===== src/rtl/uart_echo_bridge_if.sv =====
// Receiver/transmitter-side signal bundle of the UART echo bridge.
// The bridge sits on the slave modport; the surrounding receiver/transmitter environment uses the master modport.
interface uart_echo_bridge_if #(
  parameter int DATA_W = 8,
  parameter int DEPTH  = 16
);
  localparam int AW = $clog2(DEPTH);

  // Receive side: a word moves only on a cycle with rx_valid=1; rx_enable=1 means it will be stored.
  // A word offered while rx_enable=0 is dropped and flagged in overflow.
  // Transmit side: tx_start is a level, and tx_data is stable while it is high.
  // A one-cycle tx_done pulse completes the word, and tx_start then drops for at least one cycle.
  logic              rx_valid;
  logic [DATA_W-1:0] rx_data;
  logic              rx_enable;
  logic              tx_start;
  logic [DATA_W-1:0] tx_data;
  logic              tx_done;
  logic [AW:0]       fill_count;
  logic              overflow;
  logic              clr_overflow;
  logic [1:0]        fsm_state;

  modport slave (
    input  rx_valid, rx_data, tx_done, clr_overflow,
    output rx_enable, tx_start, tx_data, fill_count, overflow, fsm_state
  );

  modport master (
    output rx_valid, rx_data, tx_done, clr_overflow,
    input  rx_enable, tx_start, tx_data, fill_count, overflow, fsm_state
  );
endinterface


===== src/rtl/uart_echo_bridge.sv =====
// Buffers received UART words in a FIFO and drains them into the transmitter
// through a start/done handshake; drops on a full FIFO raise a sticky overflow flag.
module uart_echo_bridge #(
  parameter int DATA_W = 8,
  parameter int DEPTH  = 16
) (
  input  logic                clc,
  input  logic                res,
  uart_echo_bridge_if.slave   bus
);
  localparam int AW = $clog2(DEPTH);
  localparam logic [AW:0] FULL_CNT = (AW + 1)'(DEPTH);

  typedef enum logic [1:0] {
    S_IDLE = 2'd0,
    S_BUSY = 2'd1,
    S_GAP  = 2'd2
  } state_t;

  state_t            state_q;
  state_t            state_d;
  logic [DATA_W-1:0] mem [DEPTH];
  logic [AW-1:0]     wr_ptr;
  logic [AW-1:0]     rd_ptr;
  logic [AW:0]       cnt;
  logic [DATA_W-1:0] tx_data_q;
  logic              ovf_q;
  logic              full;
  logic              push;
  logic              drop;
  logic              pop;

  // Fullness comes from the registered count only, so a pop on the same edge never frees room.
  assign full = (cnt == FULL_CNT);
  assign push = bus.rx_valid && !full;
  assign drop = bus.rx_valid && full;

  always_comb begin
    state_d = state_q;
    pop     = 1'b0;
    case (state_q)
      S_IDLE: begin
        if (cnt != '0) begin
          pop     = 1'b1;
          state_d = S_BUSY;
        end
      end
      S_BUSY: begin
        if (bus.tx_done) state_d = S_GAP;
      end
      S_GAP:   state_d = S_IDLE;
      default: state_d = S_IDLE;
    endcase
  end

  always_ff @(posedge clc or negedge res) begin
    if (!res) state_q <= S_IDLE;
    else      state_q <= state_d;
  end

  always_ff @(posedge clc) begin
    if (push) mem[wr_ptr] <= bus.rx_data;
  end

  always_ff @(posedge clc or negedge res) begin
    if (!res) begin
      wr_ptr    <= '0;
      rd_ptr    <= '0;
      cnt       <= '0;
      tx_data_q <= '0;
      ovf_q     <= 1'b0;
    end else begin
      if (push) wr_ptr <= wr_ptr + 1'b1;
      if (pop) begin
        rd_ptr    <= rd_ptr + 1'b1;
        tx_data_q <= mem[rd_ptr];
      end
      case ({push, pop})
        2'b10:   cnt <= cnt + 1'b1;
        2'b01:   cnt <= cnt - 1'b1;
        default: cnt <= cnt;
      endcase
      // A drop on the same edge as a clear leaves the flag set.
      if (drop)                  ovf_q <= 1'b1;
      else if (bus.clr_overflow) ovf_q <= 1'b0;
    end
  end

  assign bus.rx_enable  = !full;
  assign bus.tx_start   = (state_q == S_BUSY);
  assign bus.tx_data    = tx_data_q;
  assign bus.fill_count = cnt;
  assign bus.overflow   = ovf_q;
  assign bus.fsm_state  = state_q;
endmodule


===== src/flat_wrapper.sv =====
// flat-port wrapper written by rule: the top's interface ports become plain ports
module uart_echo_bridge_flat 
#(
  parameter int DATA_W = 8,
  parameter int DEPTH  = 16
)
  (clc, res, bus_rx_valid, bus_rx_data, bus_tx_done, bus_clr_overflow, bus_rx_enable, bus_tx_start, bus_tx_data, bus_fill_count, bus_overflow, bus_fsm_state);
  uart_echo_bridge_if #(.DATA_W(DATA_W), .DEPTH(DEPTH)) bus_i ();
  input  logic clc;
  input  logic res;
  input wire logic [$bits(bus_i.rx_valid)-1:0] bus_rx_valid;
  input wire logic [$bits(bus_i.rx_data)-1:0] bus_rx_data;
  input wire logic [$bits(bus_i.tx_done)-1:0] bus_tx_done;
  input wire logic [$bits(bus_i.clr_overflow)-1:0] bus_clr_overflow;
  output wire logic [$bits(bus_i.rx_enable)-1:0] bus_rx_enable;
  output wire logic [$bits(bus_i.tx_start)-1:0] bus_tx_start;
  output wire logic [$bits(bus_i.tx_data)-1:0] bus_tx_data;
  output wire logic [$bits(bus_i.fill_count)-1:0] bus_fill_count;
  output wire logic [$bits(bus_i.overflow)-1:0] bus_overflow;
  output wire logic [$bits(bus_i.fsm_state)-1:0] bus_fsm_state;
  assign bus_i.rx_valid = bus_rx_valid;
  assign bus_i.rx_data = bus_rx_data;
  assign bus_i.tx_done = bus_tx_done;
  assign bus_i.clr_overflow = bus_clr_overflow;
  assign bus_rx_enable = bus_i.rx_enable;
  assign bus_tx_start = bus_i.tx_start;
  assign bus_tx_data = bus_i.tx_data;
  assign bus_fill_count = bus_i.fill_count;
  assign bus_overflow = bus_i.overflow;
  assign bus_fsm_state = bus_i.fsm_state;
  uart_echo_bridge #(.DATA_W(DATA_W), .DEPTH(DEPTH)) u_core (.clc(clc), .res(res), .bus(bus_i));
endmodule

===== config.mk =====
export PLATFORM = sky130hd
export DESIGN_NAME = uart_echo_bridge_flat
export DESIGN_NICKNAME = d
export VERILOG_FILES = /design/src/rtl/uart_echo_bridge_if.sv /design/src/rtl/uart_echo_bridge.sv /design/src/flat_wrapper.sv
export SDC_FILE = /design/constraint.sdc
export NUM_CORES = 1
export LEC_CHECK = 0
export CORE_MARGIN = 1
export CORE_UTILIZATION = 55
export CTS_CLUSTER_DIAMETER = 60
export CTS_CLUSTER_SIZE = 40
export DETAILED_ROUTE_END_ITERATION = 6
export GPL_TIMING_DRIVEN = 0
export PLACE_DENSITY = 0.8
export SKIP_LAST_GASP = 1
export SYNTH_ARGS = -nofsm -noshare
export SYNTH_HDL_FRONTEND = slang
export SYNTH_SLANG_ARGS = --single-unit

===== constraint.sdc =====
create_clock -name clc -period 3.9 [get_ports clc]
set_input_delay 0.585 -clock clc [delete_from_list [all_inputs] [get_ports clc]]
set_output_delay 0.585 -clock clc [all_outputs]
set_load 0.02 [all_outputs]

After elaboration in Yosys (flattened, before gate mapping)
Memory sizes are Yosys's and may differ from the RTL's. A register that Yosys moved wholly into a read port is not among the register bits.
Index checks and enable logic that the tools add are counted.
{"block": "word_totals", "elab_cells": 35, "ramBits": 128, "regBits": 16, "output_inout_bits": 18, "n_memories": 1, "input_bits": 13}
{"name": "u_core.mem", "words": 16, "word_bits": 8, "read_ports": 1, "rd_ports_with_merged_regs": 1, "write_ports": 1, "line": "uart_echo_bridge.sv:22", "rtl": "logic [DATA_W-1:0] mem [DEPTH];"}
{"block": "classes", "reduce_logical": 9, "n_eq_ne": 6, "mux": 10, "n_addsub": 4}
{"op": "$pmux W5 S2", "n": 1}
{"op": "$add A4 B1 Y4 const B", "n": 2}
{"op": "$mux W1", "n": 6}
{"op": "$add A5 B1 Y5 const B", "n": 1}
{"op": "$eq A5 B5 Y1 const B", "n": 1}
{"op": "$reduce_bool A5 Y1", "n": 1}
{"op": "$sub A5 B1 Y5 const B", "n": 1}
{"op": "$eq A2 B1 Y1 const B", "n": 2}
{"op": "$mux W2", "n": 2}
{"op": "$pmux W2 S2", "n": 1}
{"op": "$reduce_bool A2 Y1", "n": 2}
{"op": "$eq A2 B2 Y1 const B", "n": 1}
{"op": "$logic_and A1 B1 Y1", "n": 2}
{"op": "$logic_not A1 Y1", "n": 2}
{"op": "$logic_not A2 Y1", "n": 1}
{"op": "$ne A2 B1 Y1 const B", "n": 1}
{"op": "$ne A2 B2 Y1 const B", "n": 1}
{"op": "$reduce_and A2 Y1", "n": 1}

Longest topological paths before layout
{"block": "depth", "word_depth": 5, "mapped_depth": 12, "ltp_nobuf": 10}

Worst setup path before layout
Ideal clock, no wire load.
{"block": "synth_path", "path_type": "register to register", "from": "register u_core.cnt[1], in the netlist u_core.bus.fill_count[1]", "to": "register u_core.cnt[4], in the netlist u_core.bus.fill_count[4]", "path_stages_with_launch": 13, "required_time_ns": 3.795, "slack_ns": 1.083, "setup_ns": 0.105, "arrival_ns": 2.711, "n_path_buf": 2, "cell_sequence": "dfrtp_1 -> buf_2 -> nor4_2 -> a211o_1 -> inv_1 -> ha_1 -> clkbuf_1 -> xor2_1 -> ha_1 -> o211a_1 -> o21ai_0 -> o41ai_1 -> nor4b_1"}
{"block": "synth_via", "elab_chain_len": 5, "word_cells_on_any_way": 12, "cone_classes": "add/sub: 2; eq/ne: 3; mux: 3; reduce/logical: 4"}
{"element": "from (decl)", "line": "uart_echo_bridge.sv:25", "rtl": "logic [AW:0] cnt;"}
{"element": "from (signal assigned)", "line": "uart_echo_bridge.sv:79", "rtl": "2'b10: cnt <= cnt + 1'b1;"}
{"element": "from (signal assigned)", "line": "uart_echo_bridge.sv:80", "rtl": "2'b01: cnt <= cnt - 1'b1;"}
{"element": "from (signal assigned)", "line": "uart_echo_bridge.sv:81", "rtl": "default: cnt <= cnt;"}
{"element": "$reduce_bool A5 Y1 *", "line": "uart_echo_bridge.sv:43", "rtl": "if (cnt != '0) begin"}
{"element": "$mux W1 *", "line": "uart_echo_bridge.sv:43"}
{"element": "$mux W1 *", "line": "uart_echo_bridge.sv:41", "rtl": "case (state_q)"}
{"element": "net u_core.pop", "line": "uart_echo_bridge.sv:31", "rtl": "logic pop;"}
{"element": "$eq A2 B1 Y1 or $eq A2 B2 Y1 (tied branches)", "line": "uart_echo_bridge.sv:78", "rtl": "case ({push, pop})"}
{"element": "$pmux W5 S2 or $reduce_bool A2 Y1 (tied branches)"}
The timed path passes the listed nets; every way through them passes the cells marked *.
A chain may end at the register's enable or synchronous reset.

Worst setup path in the final report
{"block": "layout_path", "from": "register u_core.cnt[1], in the netlist u_core.bus.fill_count[1]", "to": "register u_core.cnt[4], in the netlist u_core.bus.fill_count[4]"}
{"block": "layout_via", "elab_chain_len": 5, "word_cells_on_any_way": 12, "cone_classes": "add/sub: 2; eq/ne: 3; mux: 3; reduce/logical: 4"}
{"element": "$reduce_bool A5 Y1 or $eq A5 B5 Y1 (tied branches)", "line": "uart_echo_bridge.sv:43, uart_echo_bridge.sv:34"}
{"element": "$mux W1 or $logic_not A1 Y1 (tied branches)", "line": "uart_echo_bridge.sv:43, uart_echo_bridge.sv:35"}
{"element": "$mux W1 or $logic_and A1 B1 Y1 (tied branches)", "line": "uart_echo_bridge.sv:41, uart_echo_bridge.sv:35"}
{"element": "$eq A2 B1 Y1 or $eq A2 B2 Y1 (tied branches)", "line": "uart_echo_bridge.sv:78"}
{"element": "$pmux W5 S2 or $reduce_bool A2 Y1 (tied branches)"}
Several ways; a longest one is shown, not always the timed one.

==> flow_summary.toml <==
[die]
dieArea_sq_um = 11810
num_io_pins = 31
initial_core_util = 0.5697
die_w_microns = 108.7
die-height_microns = 108.7
rows = 38
core_area_sq_um = 10980

[sta]
setup_viol_count_final = 0
finClkSkew_ns = 0.008652
worstMarginPinSlew_ns = 1.338
fin_crit_sh = 0.8416
slew_viol_final = 0
fin_setup_tns_ns = 0
fin_crit_ns = 3.282
slew-limit-headroom = 0.1014
hold_violations = 0
fmax_ghz = 0.3047
rsz0062_at_grt = "false"

[synth]
yosysWarnings = 0
synth_flop_cell = "edfxtp_1"
syn_avg_cell_area_sq_um = 18.51
synthDistinctLibCells = 39
synth_edf_count = 128
synth.net_count = 360
async_flop_share = 0.1579
ys_ff_latch = 152
synthCells = 338
syn_area_sq_um = 6257
ys_seq_area_frac = 0.7103

[global_route]
first_global_vias = 3192
overflow = 0
grt_max_degree = 25
grt_use_total = 0.2237
grt_antenna_before_repair = 0
grt_pass1_wl_microns = 18110

[place]
portBuffers = 30
place_congestion = 0.8473
hpwl_microns = 7485

[pwr]
p_per_area_nw_per_um2 = 778.9
ir_drop_mv = 0.5287
leakage_nw = 2.575

[setup_path]
crit_arrival_ns = 3.57
end_kind = "flip-flop"
cp_max_fo = 9
critical_path_class = "flip-flop to flip-flop"
r2r-end = "u_core.bus.fill_count[4]"
cp-endpoint = "u_core.bus.fill_count[4]"
startpoint = "u_core.bus.fill_count[1]"
start_kind = "flip-flop"
r2r_cells = 12
timing.reg2reg.setup_slack_ns = 0.62
rr_startpoint = "u_core.bus.fill_count[1]"
required_ns = 4.19

[finish]
nets = 409
drive_gt1_frac = 0.2000
areaGrowthSynthToFinish_pct = 17.12
final_common_cell = "edfxtp_1"
antennaDiodeCount = 0
utilization = 0.6672
mostFrequentLayoutCells = "edfxtp_1 (128), clkdlybuf4s50_1 (30), dfrtp_1 (24), mux4_2 (22), nand2_1 (21)"

[clock_network]
cts_setup_buffers = 0
clk_pin_slew_ns = 0.06
clk_latency_ns = 0.42
cts_sinks = 152
cts_tree = "yes"
cts_made_buffers = 17
ctsHoldBuffers = 0
post_cts_resized = 0
root_buffer = "clkbuf_16"
htreeDepth = 4
clock_path_buffers = 2

[worst_hold_path]
hold_path_depth = 2
hold_path_class = "flip-flop to flip-flop"

[drt]
drc = 0
first_pass_iters = 5
drt-total-wl_microns = 11940
viasPerCell = 5.896
wl_per_cell_microns = 22.12
num_vias = 3184
detail_route.iter0.violations = 328
ant_nets = 0

[run_status]
status = "completed"

[run]
maxCapViolations = 0
[state kept, by name, indices dropped and copies added (netlist names)]
| name | cells |
|---|---|
| u_core.mem | 128 |
| u_core.bus.tx_data | 8 |
| u_core.bus.fill_count | 5 |
| u_core.rd_ptr | 4 |
| u_core.wr_ptr | 4 |
| u_core.bus.fsm_state | 2 |
| u_core.bus.overflow | 1 |
[routing by layer]
layer	up-vias	track usage	wire length, microns
li1	1427	-	-
met1	1596	0.2980	4741
met2	146	0.3599	6009
met3	15	0.06157	1017
met4	0	0.07432	175
met5	-	0	0
[through the flow]
step | power [mW] | setup WS [ns] | instance area, sq um | hold WS [ns] | cells
2_1_floorplan | 3.537 | 1.083 | 6257 | 0.2894 | 338
3_3_place_gp | 4.073 | 0.6120 | 6733 | 0.4650 | 508
3_5_place_dp | 4.138 | 0.4776 | 6733 | 0.4708 | 508
4_1_cts | 5.739 | 0.6334 | 7318 | 0.4856 | 540
5_1_grt | 5.976 | 0.3722 | 7328 | 0.5233 | 540
6_report | 5.708 | 0.6179 | 7328 | 0.4818 | 540
[worst max-delay path, stage by stage (launching register included)]
cell      delay (ns)
dfrtp_1         0.37
buf_2           0.17
nor4_2          0.46
a21boi_2        0.25
inv_1           0.15
ha_1            0.19
clkbuf_1        0.33
xor2_1          0.13
ha_1            0.23
nor2b_1         0.13
o21ai_0         0.26
a21oi_1         0.12
nor4b_1         0.36
[logic make-up (layout without fill, tap and decap cells)]
family / count (synthesis) / after routing / share of synthesized area
adder cells (fa/ha/maj): 9 / 9 / 0.01800
buffers and inverters: 28 / 90 / 0.02719
multiplexers: 55 / 55 / 0.1596
XOR/XNOR: 10 / 10 / 0.01400
AO/OA/AOI/OAI: 26 / 26 / 0.02640
flip-flops: 152 / 152 / 0.7103
AND/OR/NAND/NOR: 58 / 58 / 0.04459
[power by group]
group	internal (mW)	switching, mW	total (mW)	leakage, nW
clock network	0.904	0.691	1.60	0.281
registers	2.03	0.105	2.14	1.45
logic	0.924	1.05	1.98	0.848
[how the worst min path moves through the flow]
stage | from | slack, ns | to
after floorplan | res | 0.29 | u_core.bus.fill_count[0]
after global placement | u_core.bus.tx_data[3] | 0.46 | u_core.bus.tx_data[3]
after detailed placement | u_core.bus.tx_data[5] | 0.47 | u_core.bus.tx_data[5]
after CTS | u_core.bus.tx_data[5] | 0.49 | u_core.bus.tx_data[5]
after global routing | u_core.bus.tx_data[5] | 0.52 | u_core.bus.tx_data[5]
final | u_core.bus.tx_data[5] | 0.48 | u_core.bus.tx_data[5]
[cell type report]
type | instances | area, sq um
multi-input cells | 158 | 1653
clock inverters | 15 | 160.2
repair buffers | 30 | 300.3
plain buffers | 20 | 140.1
inverters | 8 | 30.03
well taps | 140 | 175.2
fillers | 725 | 3655
clock buffers | 17 | 425.4
flip-flops and latches | 152 | 4444
[synth_stat cells, drive strengths merged (7+ instances only)]
| library cell | count | area [sq um] |
|---|---|---|
| buf | 16 | 123.9 |
| dfrtp | 24 | 600.6 |
| edfxtp | 128 | 3844 |
| ha | 9 | 112.6 |
| inv | 8 | 30.03 |
| mux2 | 8 | 90.09 |
| mux2i | 15 | 150.1 |
| mux4 | 32 | 758.2 |
| nand2 | 21 | 78.83 |
| nor2 | 15 | 56.30 |
| o21ai | 13 | 65.06 |
| xnor2 | 7 | 61.31 |
(Power assumes the default switching activity.)
